==> config.mk <==
export PLATFORM = sky130hd
export DESIGN_NAME = ad9833_sweep_ctrl
export DESIGN_NICKNAME = d
export VERILOG_FILES = /design/src/rtl/ad9833_sweep_ctrl.sv
export SDC_FILE = /design/constraint.sdc
export NUM_CORES = 1
export LEC_CHECK = 0
export CELL_PAD_IN_SITES_DETAIL_PLACEMENT = 1
export CELL_PAD_IN_SITES_GLOBAL_PLACEMENT = 1
export CORE_MARGIN = 5
export CORE_UTILIZATION = 30
export DETAILED_ROUTE_END_ITERATION = 16
export MAX_ROUTING_LAYER = met4
export PLACE_DENSITY_LB_ADDON = 0.3
export SYNTH_ARGS = -nofsm -noshare
export SYNTH_HDL_FRONTEND = slang
export SYNTH_SLANG_ARGS = --single-unit
==> constraint.sdc <==
create_clock -name clk -period 4.34 [get_ports clk]
set_clock_uncertainty 0.15 [all_clocks]
set_input_delay 0.651 -clock clk [delete_from_list [all_inputs] [get_ports clk]]
set_output_delay 0.651 -clock clk [all_outputs]
set_load 0.01 [all_outputs]
==> src/rtl/ad9833_sweep_ctrl.sv <==
// ----------------------------------------------------------------------------
// ad9833_sweep_ctrl
//
// Stepped frequency sweep sequencer sitting in front of the AD9833 serial
// driver. Each write is one driver transaction carrying a control word and the
// two FREQ0 halves. The sequencer raises go, waits for the driver ack, waits
// for send_complete, then dwells DWELL_CLKS clocks before issuing the next
// write at cur_ftw + ftw_step. In total it issues step_count + 1 writes.
//
// Parameters
//   DWELL_CLKS       clocks spent at each frequency (1..65535)
//
// Ports
//   clk              system clock, rising edge
//   rst              asynchronous active-high reset
//   start            begin a sweep (honoured in IDLE only)
//   abort            level; end the sweep at the next safe boundary
//   ftw_start        first tuning word, captured on start
//   ftw_step         per-step increment, captured on start
//   step_count       number of increments, captured on start
//   go               transaction request to the driver
//   control          control word (B28 set)
//   adreg0           FREQ0 LSB word {01, ftw[13:0]}
//   adreg1           FREQ0 MSB word {01, ftw[27:14]}
//   good_to_reset_go driver ack (level)
//   send_complete    driver end-of-transaction pulse
//   busy             sweep in progress
//   done             one-cycle pulse at sweep end
//   aborted          sweep ended by abort (valid from done to next start)
//   cur_ftw          tuning word of the current/last write
// ----------------------------------------------------------------------------
module ad9833_sweep_ctrl #(
    parameter int DWELL_CLKS = 1000
) (
    input  logic        clk,
    input  logic        rst,
    input  logic        start,
    input  logic        abort,
    input  logic [27:0] ftw_start,
    input  logic [27:0] ftw_step,
    input  logic [15:0] step_count,
    output logic        go,
    output logic [15:0] control,
    output logic [15:0] adreg0,
    output logic [15:0] adreg1,
    input  logic        good_to_reset_go,
    input  logic        send_complete,
    output logic        busy,
    output logic        done,
    output logic        aborted,
    output logic [27:0] cur_ftw
);

    typedef enum logic [1:0] {
        IDLE,
        LAUNCH,
        WAIT_CMPL,
        DWELL
    } state_t;

    // B28 = 1: both FREQ0 halves are written as consecutive words.
    localparam logic [15:0] CTRL_WORD  = 16'h2000;
    // The dwell counter runs from DWELL_CLKS-1 down to 0, so the write is
    // relaunched on the DWELL_CLKS-th edge after send_complete.
    localparam logic [15:0] DWELL_LOAD = 16'(DWELL_CLKS - 1);

    state_t      state_reg, state_next;
    logic [15:0] remaining_reg, remaining_next;
    logic [15:0] dwell_cnt_reg, dwell_cnt_next;
    logic [27:0] step_reg, step_next;
    logic        abort_pending_reg, abort_pending_next;

    logic        go_reg, go_next;
    logic [15:0] control_reg, control_next;
    logic [15:0] adreg0_reg, adreg0_next;
    logic [15:0] adreg1_reg, adreg1_next;
    logic        busy_reg, busy_next;
    logic        done_reg, done_next;
    logic        aborted_reg, aborted_next;
    logic [27:0] cur_ftw_reg, cur_ftw_next;

    // 28-bit add; the carry out is intentionally dropped so the sweep wraps.
    logic [27:0] ftw_stepped;
    assign ftw_stepped = cur_ftw_reg + step_reg;

    function automatic logic [15:0] lsb_word(input logic [27:0] f);
        return {2'b01, f[13:0]};
    endfunction

    function automatic logic [15:0] msb_word(input logic [27:0] f);
        return {2'b01, f[27:14]};
    endfunction

    always_ff @(posedge clk or posedge rst) begin
        if (rst) begin
            state_reg         <= IDLE;
            remaining_reg     <= '0;
            dwell_cnt_reg     <= '0;
            step_reg          <= '0;
            abort_pending_reg <= 1'b0;
            go_reg            <= 1'b0;
            control_reg       <= '0;
            adreg0_reg        <= '0;
            adreg1_reg        <= '0;
            busy_reg          <= 1'b0;
            done_reg          <= 1'b0;
            aborted_reg       <= 1'b0;
            cur_ftw_reg       <= '0;
        end else begin
            state_reg         <= state_next;
            remaining_reg     <= remaining_next;
            dwell_cnt_reg     <= dwell_cnt_next;
            step_reg          <= step_next;
            abort_pending_reg <= abort_pending_next;
            go_reg            <= go_next;
            control_reg       <= control_next;
            adreg0_reg        <= adreg0_next;
            adreg1_reg        <= adreg1_next;
            busy_reg          <= busy_next;
            done_reg          <= done_next;
            aborted_reg       <= aborted_next;
            cur_ftw_reg       <= cur_ftw_next;
        end
    end

    always_comb begin
        state_next         = state_reg;
        remaining_next     = remaining_reg;
        dwell_cnt_next     = dwell_cnt_reg;
        step_next          = step_reg;
        abort_pending_next = abort_pending_reg;
        go_next            = go_reg;
        control_next       = control_reg;
        adreg0_next        = adreg0_reg;
        adreg1_next        = adreg1_reg;
        busy_next          = busy_reg;
        done_next          = 1'b0;
        aborted_next       = aborted_reg;
        cur_ftw_next       = cur_ftw_reg;

        case (state_reg)
            IDLE: begin
                abort_pending_next = 1'b0;
                if (start) begin
                    cur_ftw_next   = ftw_start;
                    step_next      = ftw_step;
                    remaining_next = step_count;
                    control_next   = CTRL_WORD;
                    adreg0_next    = lsb_word(ftw_start);
                    adreg1_next    = msb_word(ftw_start);
                    go_next        = 1'b1;
                    busy_next      = 1'b1;
                    aborted_next   = 1'b0;
                    state_next     = LAUNCH;
                end
            end

            LAUNCH: begin
                if (abort) begin
                    abort_pending_next = 1'b1;
                end
                if (good_to_reset_go) begin
                    go_next    = 1'b0;
                    state_next = WAIT_CMPL;
                end
            end

            WAIT_CMPL: begin
                if (send_complete) begin
                    // An abort arriving on the completion edge counts as pending.
                    if ((remaining_reg == 16'd0) || abort_pending_reg || abort) begin
                        done_next          = 1'b1;
                        busy_next          = 1'b0;
                        aborted_next       = abort_pending_reg | abort;
                        abort_pending_next = 1'b0;
                        state_next         = IDLE;
                    end else begin
                        remaining_next = remaining_reg - 16'd1;
                        dwell_cnt_next = DWELL_LOAD;
                        state_next     = DWELL;
                    end
                end else if (abort) begin
                    abort_pending_next = 1'b1;
                end
            end

            DWELL: begin
                // Nothing is in flight here, so abort can end the sweep at once.
                if (abort) begin
                    done_next          = 1'b1;
                    busy_next          = 1'b0;
                    aborted_next       = 1'b1;
                    abort_pending_next = 1'b0;
                    state_next         = IDLE;
                end else if (dwell_cnt_reg == 16'd0) begin
                    cur_ftw_next = ftw_stepped;
                    control_next = CTRL_WORD;
                    adreg0_next  = lsb_word(ftw_stepped);
                    adreg1_next  = msb_word(ftw_stepped);
                    go_next      = 1'b1;
                    state_next   = LAUNCH;
                end else begin
                    dwell_cnt_next = dwell_cnt_reg - 16'd1;
                end
            end

            default: begin
                state_next = IDLE;
            end
        endcase
    end

    assign go      = go_reg;
    assign control = control_reg;
    assign adreg0  = adreg0_reg;
    assign adreg1  = adreg1_reg;
    assign busy    = busy_reg;
    assign done    = done_reg;
    assign aborted = aborted_reg;
    assign cur_ftw = cur_ftw_reg;

endmodule

Word-level counts from Yosys, hierarchy flattened
Cells that the tools add are included.
{ "word_totals": {"register_bits": 143, "latch_bits": 0, "ramBits": 0, "rom_bits": 0, "inputBits": 78, "out_inout_bits": 80, "elab_cells": 102, "n_memories": 0} }
{ "op_classes": {"addsub": 3, "n_mul": 0, "n_div": 0, "n_lt_le_gt_ge": 0, "eq_ne": 14, "n_shift": 0, "n_mux": 53, "bitwise": 1, "reduce_logical": 18} }
{ "op_table": {"columns": ["op", "n"], "rows": [
  ["16-bit 2-to-1 mux", 16],
  ["16-bit one-hot mux with 2 select lines", 5],
  ["28-bit 2-to-1 mux", 3],
  ["28-bit one-hot mux with 2 select lines", 1],
  ["16-bit logical NOT", 2],
  ["16-bit by 1-bit subtractor with 16-bit output, second input constant", 2],
  ["28-bit adder", 1],
  ["2-bit inequality test, second input constant", 9],
  ["1-bit 2-to-1 mux", 16],
  ["5-bit AND reduction", 3],
  ["2-bit 2-to-1 mux", 6],
  ["4-bit AND reduction", 3],
  ["1-bit one-hot mux with 3 select lines", 3],
  ["2-bit one-hot mux with 4 select lines", 1],
  ["3-bit inequality test, second input constant", 2],
  ["2-bit nonzero test", 3],
  ["3-bit nonzero test", 2],
  ["2-bit == test, second input constant", 2],
  ["1-bit one-hot mux with 4 select lines", 1],
  ["2-bit AND reduction", 2],
  ["2-bit by 1-bit == test with 1-bit output, second input constant", 1],
  ["2-bit logical NOT", 1],
  ["1-bit logical OR", 2],
  ["1-bit one-hot mux with 2 select lines", 1],
  ["1-bit bitwise OR", 1]
]} }

Depth between registers and ports, before layout
{ "logic_depth": {"word_depth": 6, "depth_mapped": 10, "depth_no_buf": 10} }

Least setup slack after synthesis
Ideal clock, no wire load.
{ "synth_path": {"path_type": "register to register", "from": "register cur_ftw_reg[0] (netlist: cur_ftw[0])", "to": "register cur_ftw_reg[14] (netlist: cur_ftw[14])", "setup_time_ns": 0.125, "t_arrival_ns": 2.615, "required_time_ns": 4.065, "setup_slack_ns": 1.451, "stages_incl_launch_ff": 11, "n_path_buf": 0, "synth_period_minus_slack_ns": 2.889, "cell_sequence": "dfrtp_1 > ha_1 > fa_1 > a211oi_1 > o21bai_1 > and4_1 > o211ai_1 > a21oi_1 > or3_1 > a311oi_1 > nor2_1"} }
{ "synth_via": {"elab_chain_len": 4} }
{ "synth_rtl": {"columns": ["item", "line", "rtl"], "rows": [
  ["start: declaration", "80", "logic [27:0] cur_ftw_reg, cur_ftw_next;"],
  ["start signal: assignment", "122", "cur_ftw_reg <= cur_ftw_next;"],
  ["28-bit adder", "84", "assign ftw_stepped = cur_ftw_reg + step_reg;"],
  ["28-bit 2-to-1 mux", "195", "end else if (dwell_cnt_reg == 16'd0) begin"],
  ["28-bit 2-to-1 mux", "189", "if (abort) begin"],
  ["28-bit one-hot mux with 2 select lines", "141", "case (state_reg)"]
]} }
No other way between the ends. The select of a mux whose other input is x is not followed.
A chain may end at the register's enable or synchronous reset.

Final worst setup path
{ "layout_path": {"from": "register cur_ftw_reg[0] (netlist: cur_ftw[0])", "to": "register cur_ftw_reg[20] (netlist: cur_ftw[20])"} }
The elaborated chain is that of the path after synthesis.

==> impl_metrics.json <==
{
  "holdPathStages": 1,
  "critPathCaptureType": "flip-flop",
  "wl_per_cell_um": 17.3,
  "cts_resized": 0,
  "initial_core_util_pct": 30.5,
  "slew_headroom_pct": 36.4,
  "setup_viol": 0,
  "synthFlopType": "dfrtp_1",
  "reg2regPathDepth": 10,
  "drc": 0,
  "ys_seq_area_share_pct": 37.5,
  "largest_reg_flops": 28,
  "grt_usage_pct": 16.2,
  "yosys.area.top_type": "dfrtp_1",
  "drtPass1Iterations": 4,
  "hold_viol": 0,
  "postCtsSetupBuffers": 0,
  "coreArea_um2": 21000,
  "critPathLaunchType": "flip-flop",
  "synth_top_area_share_pct": 37.5,
  "rows": 53,
  "place_congestion": 0.813,
  "hp-class": "reg2reg",
  "r2r_start": "cur_ftw[0]",
  "dieArea_um2": 24400,
  "utilization_pct": 38.8,
  "vias": 5675,
  "totalPowerFinal_mw": 6.48,
  "cts_tree": "built",
  "async_flop_share_pct": 100,
  "maxCapViolCount": 0,
  "grt.met3_usage_pct": 2.71,
  "worstPathMaxFanout": 4,
  "power_leakage_nw": 3.36,
  "numCtsBuffers": 9,
  "clock_sinks": 96,
  "grt_pass1_vias": 5947,
  "rr_endpoint": "cur_ftw[20]",
  "period_needed_ns": 3.20,
  "detail-route-antenna-nets": 0,
  "power.density_nw_per_um2": 794,
  "h-tree-depth": 3,
  "dp_hpwl_um": 14100,
  "routed_wl_um": 19100,
  "required_ns": 4.43,
  "synthDistinctLibCells": 65,
  "synth_seq_cells": 96,
  "slew_violations": 0,
  "grt.busiest_layer": "met2",
  "path_class": "reg2reg",
  "netlist_area_um2": 6410,
  "die_x_um": 156,
  "fmax_mhz": 313,
  "path_clk_slew_ns": 0.07,
  "grt-ovfl-total": 0,
  "tightest_slew_ns": 0.950,
  "fin_setup_tns_ns": 0,
  "port_buffers": 140,
  "status": "finished, final reports clean",
  "clk_latency_ns": 0.36,
  "ctsRootBufferMaster": "clkbuf_16",
  "nets": 934,
  "viasPerCell": 5.16,
  "antenna_found_initial": 1,
  "die_h_um": 156,
  "drive_above_1_share_pct": 8.25,
  "syn-mean-instance-area_um2": 8.92,
  "worstHoldStart": "abort_pending_reg",
  "grt_setup_unrepaired": "no",
  "met2_usage_pct": 25.1,
  "ir_drop_uv": 251,
  "clk_path_buf_depth": 2,
  "netlist_instances": 719,
  "grtUsageMet1_pct": 21.7,
  "first_iter_violations": 244,
  "yosysWarningCount": 0,
  "grt_pass1_wl_um": 31100,
  "io_pins": 158,
  "fin_crit_sh_pct": 73.7,
  "area_growth_pct": 27.2,
  "ctsHoldBuffers": 0,
  "synth.area.top_cells": "dfrtp_1, ha_1, a21oi_1, buf_4, mux2_2",
  "ff2ff_setup_slack_ns": 1.14,
  "min_to": "abort_pending_reg",
  "arrival_ns": 3.28,
  "synth_edf_count": 0,
  "grt_max_degree": 50
}
==> final cells by class <==
type / instances / area, um2
sequential: 96 / 2400
timing repair buffer: 149 / 1470
fill: 2427 / 12900
antenna: 1 / 2.50
inverter: 17 / 66.3
multi-input combinational: 546 / 3540
clock buffer: 11 / 253
clock inverter: 5 / 78.8
tap: 275 / 344
==> critical path, cell delays in order, from the launching register on <==
cell and delay (ns):
dfrtp_1 0.41, ha_1 0.26, fa_1 0.44, a211oi_1 0.32, o21bai_1 0.15, and4_1 0.26
o211ai_1 0.22, nand2_1 0.15, a31oi_1 0.43, mux2i_1 0.24, nand2_1 0.07
==> routing by layer <==
layer / wire [um] / part of all wire (%)
met1: 9010 / 47
met2: 8730 / 46
met3: 966 / 5.1
met4: 369 / 1.9
met5: 0 / 0
==> synth_stat cells (8+ instances only) <==
cell type and number:
o22ai_1 12, nor2_1 40, mux2i_1 9, mux2_2 29, o211ai_1 9, nor3_1 13, buf_4 47, dfrtp_1 96
a21oi_1 77, inv_1 16, o21ai_0 65, xnor2_1 11, or3_1 13, nand3_1 15, xor2_1 8, clkbuf_1 22
a31oi_1 13, nand2_1 72, a21o_1 11, ha_1 36
==> per-stage QoR <==
step	area, um2	setup WS (ns)	hold slack [ns]	std cells
after floorplan	6470	1.03	0.286	735
after detailed placement	7820	1.00	0.322	1083
after global routing	8160	0.882	0.371	1100
final	8160	1.14	0.337	1100
after global placement	7820	1.06	0.307	1083
after CTS	8150	1.13	0.337	1099
==> cell families after synthesis <==
logic type,synth area share [%]
xor gates and xnor gates,2.59
buffers and inverters,8.35
AOI/OAI and AO/OA,21.8
other,0.0585
muxes,6.50
and+or+nand+nor,15.9
DFF,37.5
adders and majority gates,7.34
==> power by group <==
group / internal [mW] / switching, mW
Clock: 0.536 / 0.371
Combinational: 1.77 / 2.13
Sequential: 1.28 / 0.388
Total: 3.58 / 2.89
==> placed cells by master, fill, tap and decap left out, types with 3 or more instances in the layout <==
cell type,synthesis,layout
a21o_1,11,11
o31ai_1,7,7
nand3_1,15,15
o22ai_1,12,12
or3_1,13,13
a211oi_1,6,6
a21oi_1,77,76
mux2i_1,9,9
or2_2,3,3
nand2_1,72,72
xor2_1,8,8
nand2b_1,6,6
nor2_1,40,40
clkdlybuf4s50_1,0,140
conb_1,1,17
a221oi_1,4,4
inv_1,16,15
o21bai_1,7,7
xnor2_1,11,11
or4_1,4,4
ha_1,36,36
and3_1,7,7
nor3_1,13,13
dfrtp_1,96,96
nand4_1,3,3
buf_4,47,9
o211ai_1,9,9
nor4b_1,3,3
nor2b_1,7,7
a22oi_1,4,4
o21ai_0,65,65
mux2_2,29,29
clkbuf_16,0,9
a31oi_1,13,13
a311oi_1,4,4
a211o_1,3,3
==> worst max-delay path by stage <==
stage	startpoint	endpoint	cells after the start
after floorplan	rst	abort_pending_reg	1
after global placement	abort	dwell_cnt_reg[15]	8
after detailed placement	abort	remaining_reg[4]	8
after CTS	cur_ftw[1]	cur_ftw[25]	9
after global routing	cur_ftw[2]	cur_ftw[25]	9
final	cur_ftw[0]	cur_ftw[20]	10
Note: power is estimated with default switching activity, not from simulation.
